File: config.mk
export PLATFORM = sky130hd
export DESIGN_NAME = uart_rx_fifo
export DESIGN_NICKNAME = d
export VERILOG_FILES = /design/src/rtl/uart_rx_fifo.sv
export SDC_FILE = /design/constraint.sdc
export NUM_CORES = 1
export LEC_CHECK = 0
export ABC_AREA = 1
export BUFFER_PORTS_ARGS = -buffer_cell sky130_fd_sc_hd__buf_2
export CAP_MARGIN = 20
export CORE_UTILIZATION = 45
export DETAILED_ROUTE_END_ITERATION = 8
export GPL_TIMING_DRIVEN = 0
export PLACE_DENSITY = 0.68
export RECOVER_POWER = 25
export REMOVE_ABC_BUFFERS = 1
export SLEW_MARGIN = 20
export SYNTH_ARGS = -nofsm -noshare
export SYNTH_HDL_FRONTEND = slang
export SYNTH_SLANG_ARGS = --single-unit
File: constraint.sdc
create_clock -name clock -period 3.9 [get_ports clock]
set_input_delay 0.195 -clock clock [delete_from_list [all_inputs] [get_ports clock]]
set_output_delay 0.195 -clock clock [all_outputs]
set_load 0.02 [all_outputs]
File: src/rtl/uart_rx_fifo.sv
`default_nettype none
// ============================================================================
//  Module   : uart_rx_fifo
//  Purpose  : Receive-side character FIFO for a UART. Stores each received
//             character with its parity/framing/break flags, reports
//             occupancy, raises a watermark interrupt and a character-timeout
//             interrupt, and keeps a sticky overflow flag for dropped chars.
//  Revision : 1.0 - initial release
// ============================================================================
module uart_rx_fifo #(
  parameter int DEPTH = 8,
  parameter int CW    = $clog2(DEPTH) + 1
) (
  input  logic          clock,
  input  logic          reset,

  // Receive engine side
  input  logic          in_valid,
  input  logic [7:0]    in_data,
  input  logic          in_perr,
  input  logic          in_ferr,
  input  logic          in_berr,

  // Consumer side
  output logic          out_valid,
  input  logic          out_ready,
  output logic [7:0]    out_data,
  output logic          out_perr,
  output logic          out_ferr,
  output logic          out_berr,
  output logic [CW-1:0] count,

  // Control / status
  input  logic          io_clear,
  input  logic [CW-1:0] io_wm,
  output logic          wm_irq,
  input  logic [15:0]   io_timeout,
  output logic          timeout_irq,
  output logic          overflow,
  input  logic          ovf_clr
);

  // Pointer width; DEPTH is a power of two so pointers wrap naturally.
  localparam int            AW       = $clog2(DEPTH);
  localparam int            EW       = 11;
  localparam logic [CW-1:0] DEPTH_CW = CW'(DEPTH);

  // Entry layout: {berr, ferr, perr, data[7:0]}
  logic [EW-1:0]   mem_q [DEPTH];

  logic [AW-1:0]   wr_ptr_q, wr_ptr_d;
  logic [AW-1:0]   rd_ptr_q, rd_ptr_d;
  logic [CW-1:0]   count_q,  count_d;
  logic [15:0]     idle_q,   idle_d;
  logic            overflow_q, overflow_d;

  logic            w_empty;
  logic            w_pop;
  logic            w_push;
  logic            w_drop;
  logic [EW-1:0]   w_head;

  // Handshake decode. A pop needs a non-empty FIFO; a push is allowed when
  // there is room or when a pop in the same cycle frees the slot. A flush
  // suppresses both, so nothing is written and nothing counts as dropped.
  always_comb begin
    w_empty = (count_q == '0);
    w_pop   = !io_clear && !w_empty && out_ready;
    w_push  = !io_clear && in_valid && ((count_q < DEPTH_CW) || w_pop);
    w_drop  = !io_clear && in_valid && !w_push;
  end

  // Next-state for pointers and occupancy.
  always_comb begin
    wr_ptr_d = wr_ptr_q;
    rd_ptr_d = rd_ptr_q;
    count_d  = count_q;
    if (io_clear) begin
      wr_ptr_d = '0;
      rd_ptr_d = '0;
      count_d  = '0;
    end else begin
      if (w_push) begin
        wr_ptr_d = wr_ptr_q + AW'(1);
      end
      if (w_pop) begin
        rd_ptr_d = rd_ptr_q + AW'(1);
      end
      case ({w_push, w_pop})
        2'b10:   count_d = count_q + CW'(1);
        2'b01:   count_d = count_q - CW'(1);
        default: count_d = count_q;
      endcase
    end
  end

  // Idle counter: restarts on any FIFO activity or while empty, otherwise
  // counts up to the programmed timeout and holds there. If the timeout is
  // lowered below the current count, it snaps to the new value.
  always_comb begin
    idle_d = idle_q;
    if (io_clear || w_push || w_pop || w_empty) begin
      idle_d = '0;
    end else if (io_timeout != '0) begin
      if (idle_q >= io_timeout) begin
        idle_d = io_timeout;
      end else begin
        idle_d = idle_q + 16'd1;
      end
    end
  end

  // Sticky overflow: a drop in this cycle outranks a clear request.
  always_comb begin
    overflow_d = overflow_q;
    if (w_drop) begin
      overflow_d = 1'b1;
    end else if (ovf_clr) begin
      overflow_d = 1'b0;
    end
  end

  // Control state registers with asynchronous reset.
  always_ff @(posedge clock or posedge reset) begin
    if (reset) begin
      wr_ptr_q   <= '0;
      rd_ptr_q   <= '0;
      count_q    <= '0;
      idle_q     <= '0;
      overflow_q <= 1'b0;
    end else begin
      wr_ptr_q   <= wr_ptr_d;
      rd_ptr_q   <= rd_ptr_d;
      count_q    <= count_d;
      idle_q     <= idle_d;
      overflow_q <= overflow_d;
    end
  end

  // Character storage; contents are not reset, reads are masked when empty.
  always_ff @(posedge clock) begin
    if (w_push) begin
      mem_q[wr_ptr_q] <= {in_berr, in_ferr, in_perr, in_data};
    end
  end

  // Head entry and status outputs. Masking with out_valid keeps the data
  // outputs at zero (never X) while the FIFO is empty.
  always_comb begin
    w_head      = mem_q[rd_ptr_q];
    out_valid   = !w_empty;
    out_data    = out_valid ? w_head[7:0] : 8'h00;
    out_perr    = out_valid ? w_head[8]   : 1'b0;
    out_ferr    = out_valid ? w_head[9]   : 1'b0;
    out_berr    = out_valid ? w_head[10]  : 1'b0;
    count       = count_q;
    overflow    = overflow_q;
    wm_irq      = (io_wm != '0) && (count_q >= io_wm);
    timeout_irq = (io_timeout != '0) && (idle_q == io_timeout) && !w_empty;
  end

endmodule
`default_nettype wire
==> results.md, run 1 <==
- Run status: completed
- Final Util: 54.2%
- Worst-case clock buffer depth: 2
- Reg2reg start: count[3]$_DFFE_PP0P_
- Die area: approximately 14000 um2
- Vias in the first global route: roughly 4600
- Max-Cap Viols: 0
- Post-Route Skew: 0.00465 ns
- Starting Density: a little under half
- Clock transition at the registers of the reported paths: 0.05 ns
- Total core area: 12800 um2
- Share of cells above drive strength 1: between 10% and 20%
- Crit end category: primary output
- I/O pin total: 56
- CTS sink cnt: 115
- Htree depth: 4
- Global placement routability congestion: 0.876
- Via Count: 4643
- Family with the most delay on the worst path: buffers and inverters
- Sequential share of the synthesized area: 55.5%
- Die X: 117 um
- R2R depth: 9
- First-pass GRT wire length: 22.0 mm
- FF-to-FF setup slack: 1.44 ns
- Synth cell count leaders: nand2_1, nor2_1, edfxtp_1
- Async set or reset register ratio after synthesis: 23.5%
- Finish-stage setup viols: 0
- Max Slew Vio Count: 0
- Worst Hold Class: in2reg
- Setup_tns: 0 ns
- CP Launch Type: flop
- Fin nets: approximately 760
- Syn. warnings: 0
- Req. time, crit path: 3.70 ns
- Post-synth top area share: 44.2%
- Min-delay src: io_clear
- Crit-path slowest cell: dfrtp_2
- Cell repeated most along the worst path: nor2_1
- # rows: 41
- DRT antenna net count: 0
- Slew HR: 42.8%
- Worst-skew pair later-pin latency: 0.41 ns
- Top-count cell post-synth: nand2_1
- Filler instances: 1115
- Worst path cell trace: clkinv_2, nor2_1, o32ai_1, o21ai_0, nor2_1, buf_2
- Via-to-Cell Ratio: 5.25
- Die H: roughly 120 um
- Syn avg cell area: 9.28 um2
- Critical Path Max Stage Delay: 0.90 ns
- DP Area: about 6400 um2
- Post-CTS sizing: 0
- Drt wl/cell: 15.4 um
- Port Buffers: 55
- Crit Path Class: reg2out
- Lkg Pwr: 2.97 nW
- RR Endpoint: mem_q[7][6]$_DFFE_PP_
- Unrepaired setup endpoints after global routing: false
- Root buf cell: clkbuf_16
- Maximum vdd drop: 0.306 mV
- Initial antenna violation count: 0
- Syn-to-layout area delta: 15.7%
- Routed wire length: approximately 14 mm
- Least-Margin Pin Slew: roughly 0.86 ns
- Pin count of the biggest net entering global routing: 49
- CP bufs+invs: 2
- CTS buffer count: 17
- # diodes: 0
- Crit Path Max Fanout: 48
- Post-DP HPWL: 8.67 mm
- Hold Crit Depth: 3
- CTS tree: done
- Total congestion overflow: 0
- Fin area: slightly below 7000 um2
- Synth area leader: edfxtp_1
- Fraction of the cycle the final worst path needs: 80.7%
- Maximum operating frequency: 318 MHz
- WHS Endpoint: rd_ptr_q[2]$_DFFE_PP0P_
- Tmin final: 3.15 ns
- Dominant synthesized flop cell: edfxtp_1
- Drt first pass iters: 5
- Crit path arrival time: 2.95 ns
- Post-synth EDFFs: between 80 and 90
- # DRC: 0
- #FFs+latches synth: 115
- Area contributors post-synth: edfxtp_1, dfrtp_1, nand2_1
- P per Cell Area: roughly 430 nW/um2
- Yosys cell types: 39
- Final-report hold violation count: 0
- Iteration-0 DRC Markers: 347
- Gr usage total: 20.7%
- Post-Syn Instances: 645
- WHS: roughly 0.12 ns
- Mapped Area: 5980 um2
-- through the flow --
step | power (mW) | setup slack, ns | instances
after CTS | 3.02 | 0.714 | 884
after global routing | 3.11 | 0.495 | 884
after floorplan | 1.56 | 1.22 | 623
after detailed placement | 1.67 | 1.16 | 851
after global placement | 1.66 | -0.00260 | 850
final | 3.00 | 0.751 | 884
-- cell type report --
class / count / area, um2 / area share [%]
Multi-Input combinational cell: 436 / 2300 / 33.3
Clock buffer: 18 / 429 / 6.20
Sequential cell: 115 / 3320 / 48.0
Timing Repair Buffer: 58 / 293 / 4.23
Tap cell: 172 / 215 / 3.11
Clock inverter: 13 / 88.8 / 1.28
Inverter: 72 / 272 / 3.92
-- sequential cells by signal, indices dropped and copies added, names as in the netlist --
signal    cells
count         4
mem_q        88
idle_q       16
rd_ptr_q      3
overflow      1
wr_ptr_q      3
-- routing by layer --
layer  share of wire [%]  up-vias  GRT usage [%]
met3                 4.9       13           4.72
li1                    -     2296              -
met4                 1.1        0           6.98
met5                   0        -              0
met1                  44     2207           26.4
met2                  50      127           34.7
-- worst max-delay path by stage --
stage                     cells after the start  slack [ns]     endpoint                     from
final                                         6        0.75  out_data[4]  rd_ptr_q[0]$_DFFE_PP0P_
after global routing                          6        0.49  out_data[5]  rd_ptr_q[0]$_DFFE_PP0P_
after CTS                                     6        0.71  out_data[6]  rd_ptr_q[0]$_DFFE_PP0P_
after detailed placement                      6        1.16  out_data[6]  rd_ptr_q[0]$_DFFE_PP0P_
after global placement                        6      -0.003     out_ferr  rd_ptr_q[0]$_DFFE_PP0P_
after floorplan                               5        1.22     out_berr  rd_ptr_q[0]$_DFFE_PP0P_
-- worst reg2reg max path, delay by kind of cell (launching register included) --
kind | cells | cell delay, ns
DFF | 1 | 0.52
and+or+nand+nor | 5 | 1.15
buffers and inverters | 3 | 0.44
AOI/OAI and AO/OA | 1 | 0.07
-- logic make-up (layout without fill, tap and decap cells) --
| group | Yosys count | count (layout) | synth area share (%) |
|---|---|---|---|
| and+or+nand+nor | 325 | 325 | 22.9 |
| DFF | 115 | 115 | 55.5 |
| buffers and inverters | 94 | 161 | 6.34 |
| AOI/OAI and AO/OA | 77 | 77 | 8.74 |
| adders and majority gates | 25 | 25 | 5.23 |
| xor gates and xnor gates | 9 | 9 | 1.32 |
-- cell usage in the layout, fill, tap and decap left out, types with 7 or more instances in the layout --
cell | netlist | routed
nand3_1 | 45 | 45
buf_2 | 6 | 44
nand2_1 | 132 | 132
nor2_1 | 123 | 116
a21oi_1 | 7 | 7
nand4_1 | 8 | 8
nor2_2 | 4 | 11
dfrtp_1 | 27 | 25
o32ai_1 | 22 | 22
o21ai_0 | 37 | 37
inv_1 | 68 | 67
ha_1 | 25 | 25
edfxtp_1 | 88 | 88
clkbuf_16 | 0 | 17
clkbuf_1 | 11 | 12
-- repair_timing --
| item | 4_1_cts | 5_1_grt |
|---|---|---|
| buffers inserted | 0 | 0 |
| endpoints found under the hold margin | 28 | 0 |
| hold buffers | 2 | 0 |
-- power breakdown --
| part | internal, mW | total [mW] | switching (mW) |
|---|---|---|---|
| clock network | 0.802 | 1.35 | 0.544 |
| registers | 1.35 | 1.37 | 0.0294 |
| logic | 0.0903 | 0.275 | 0.185 |
| total | 2.24 | 3.00 | 0.758 |
Note: power is estimated with default switching activity, not from simulation.
==> inputs of run 2 (changes only) <==
- PLACE_DENSITY: 0.68 -> 0.71
- clock period: 3.9 -> 2.7 ns (I/O delays scaled with it)
==> results.md, run 2 (synthesis gave the netlist of run 1 again) <==
- Run status: completed
- Worst-case clock buffer depth: 2
- Req. time, crit path: 2.57 ns
- Slew HR: 46.5%
- First-pass GRT wire length: roughly 22 mm
- Total congestion overflow: 0
- I/O pin total: 56
- Multi-input logic area: 2310 um2
- Comb pwr share: about a tenth
- Starting Density: 46.8%
- Port Buffers: between 50 and 60
- Seq pwr share: between 40% and 50%
- Biggest register: mem_q
- Hold Crit Depth: 5
- Drt wl/cell: 15.4 um
- CTS sink cnt: between 100 and 150
- Most frequent cells in the layout: nand2_1, nor2_1, edfxtp_1
- Post CTS Setup Buffer Count: 0
- Fraction of the cycle the final worst path needs: 92.9%
- Crit Path Class: reg2out
- CTS buffer count: 17
- Filler instances: 1109
- Setup_tns: 0 ns
- Final-report hold violation count: 0
- Post-DP HPWL: 8.54 mm
- Crit Path Max Fanout: 48
- Max reg flops: 88
- Die X: 117 um
- P per Cell Area: 633 nW/um2
- Worst setup margin: 0.193 ns
- Worst Hold Class: in2reg
- Die H: between 100 and 150 um
- Via-to-Cell Ratio: 5.32
- FF+latch area: 3320 um2
- # rows: 41
- Fin area: 7060 um2
- Routed wire length: 13.8 mm
- Clk pwr share: 46.3%
- Design Power: 4.47 mW
- Most common cell after layout, fill and taps aside: nand2_1
- Tmin final: 2.51 ns
- DP Area: 6380 um2
- Maximum operating frequency: 399 MHz
- Switching power: 1.12 mW
- Worst-skew pair later-pin latency: 0.42 ns
- Total core area: 12800 um2
- Share of cells above drive strength 1: ~14%
- Crit path arrival time: around 2.4 ns
- Unrepaired setup endpoints after global routing: false
- Iteration-0 DRC Markers: 403
- Max Slew Vio Count: 0
- CTS tree: done
- Lkg Pwr: 3.04 nW
- Via Count: around 4800
- Pin count of the biggest net entering global routing: slightly below 50
- CP Launch Type: flop
- Crit end category: primary output
- Root buf cell: clkbuf_16
- Post-Route Skew: about 0.011 ns
- Syn-to-layout area delta: 18.0%
- # diodes: 0
- DRT antenna net count: 0
- Least-Margin Pin Slew: roughly 0.80 ns
- Cell Int Power: between 3 and 4 mW
- Max-Cap Viols: 0
- Die area: 13800 um2
- Htree depth: 4
- Fin nets: 772
- # DRC: 0
- Gr usage total: 20.6%
- Clock transition at the registers of the reported paths: 0.06 ns
- Finish-stage setup viols: 0
- R2R depth: 8
- Vias in the first global route: 4698
- Drt first pass iters: 4
- Net Sw Frac: 25.0%
- Maximum vdd drop: 0.373 mV
- Initial antenna violation count: 0
- Pre-CTS setup slack: -0.0248 ns
- Global placement routability congestion: ~0.89
[run 2: what timing repair did]
item / in CTS / in global routing
hold buffers: 13 / 0
resized for setup: 4 / 0
endpoints found under the hold margin: 116 / 0
endpoints found under the setup margin: 33 / 0
[run 2: final timing paths]
check / start / to / slack [ns]
setup / recovery: rd_ptr_q[0]$_DFFE_PP0P_ / out_ferr / 0.19
hold reg to reg: count[0]$_DFFE_PP0P_ / count[0]$_DFFE_PP0P_ / 0.53
setup reg to reg: count[3]$_DFFE_PP0P_ / mem_q[2][2]$_DFFE_PP_ / 0.27
min in group asynchronous: reset / idle_q[2]$_DFFE_PP0P_ / 0.35
hold / removal: io_timeout[1] / idle_q[1]$_DFFE_PP0P_ / 0.06
max in group asynchronous: reset / rd_ptr_q[0]$_DFFE_PP0P_ / 1.87
[run 2: stage by stage]
stage,util [%],std cells,hold slack [ns]
floorplan,-,623,0.188
global placement,49.8,850,0.331
detailed placement,50.0,850,0.261
CTS,55.3,895,0.0490
global route,55.3,895,0.0817
finish,55.3,895,0.0599
[run 2: worst max-delay path, stage by stage (launching register included)]
cell      delay [ns]
dfrtp_4         0.75
clkinv_4        0.41
nor2_1          0.22
o32ai_1         0.12
o21ai_0         0.21
nor2_1          0.07
buf_2           0.16
[run 2: per-layer routing]
metal / GRT usage, % / part of all wire, %
met5: 0 / 0
met3: 3.99 / 4.6
met2: 35.2 / 51
met1: 25.4 / 43
met4: 8.20 / 1.8
[run 2: power by group through the flow]
stage / Combinational [mW] / Clock [mW] / Sequential [mW]
2_1_floorplan: 0.251 / 0 / 2.01
3_3_place_gp: 0.380 / 0 / 2.02
3_5_place_dp: 0.401 / 0 / 2.02
4_1_cts: 0.419 / 2.09 / 1.99
5_1_grt: 0.463 / 2.17 / 1.99
6_report: 0.415 / 2.07 / 1.99
[run 2: area by class of cell]
cell class | count | area share, %
Clock buffer | 21 | 6.24
Timing Repair Buffer | 68 | 5.60
Clock inverter | 11 | 1.51
Multi-Input combinational cell | 436 | 32.7
Tap cell | 172 | 3.05
Sequential cell | 115 | 47.1
Inverter | 72 | 3.90
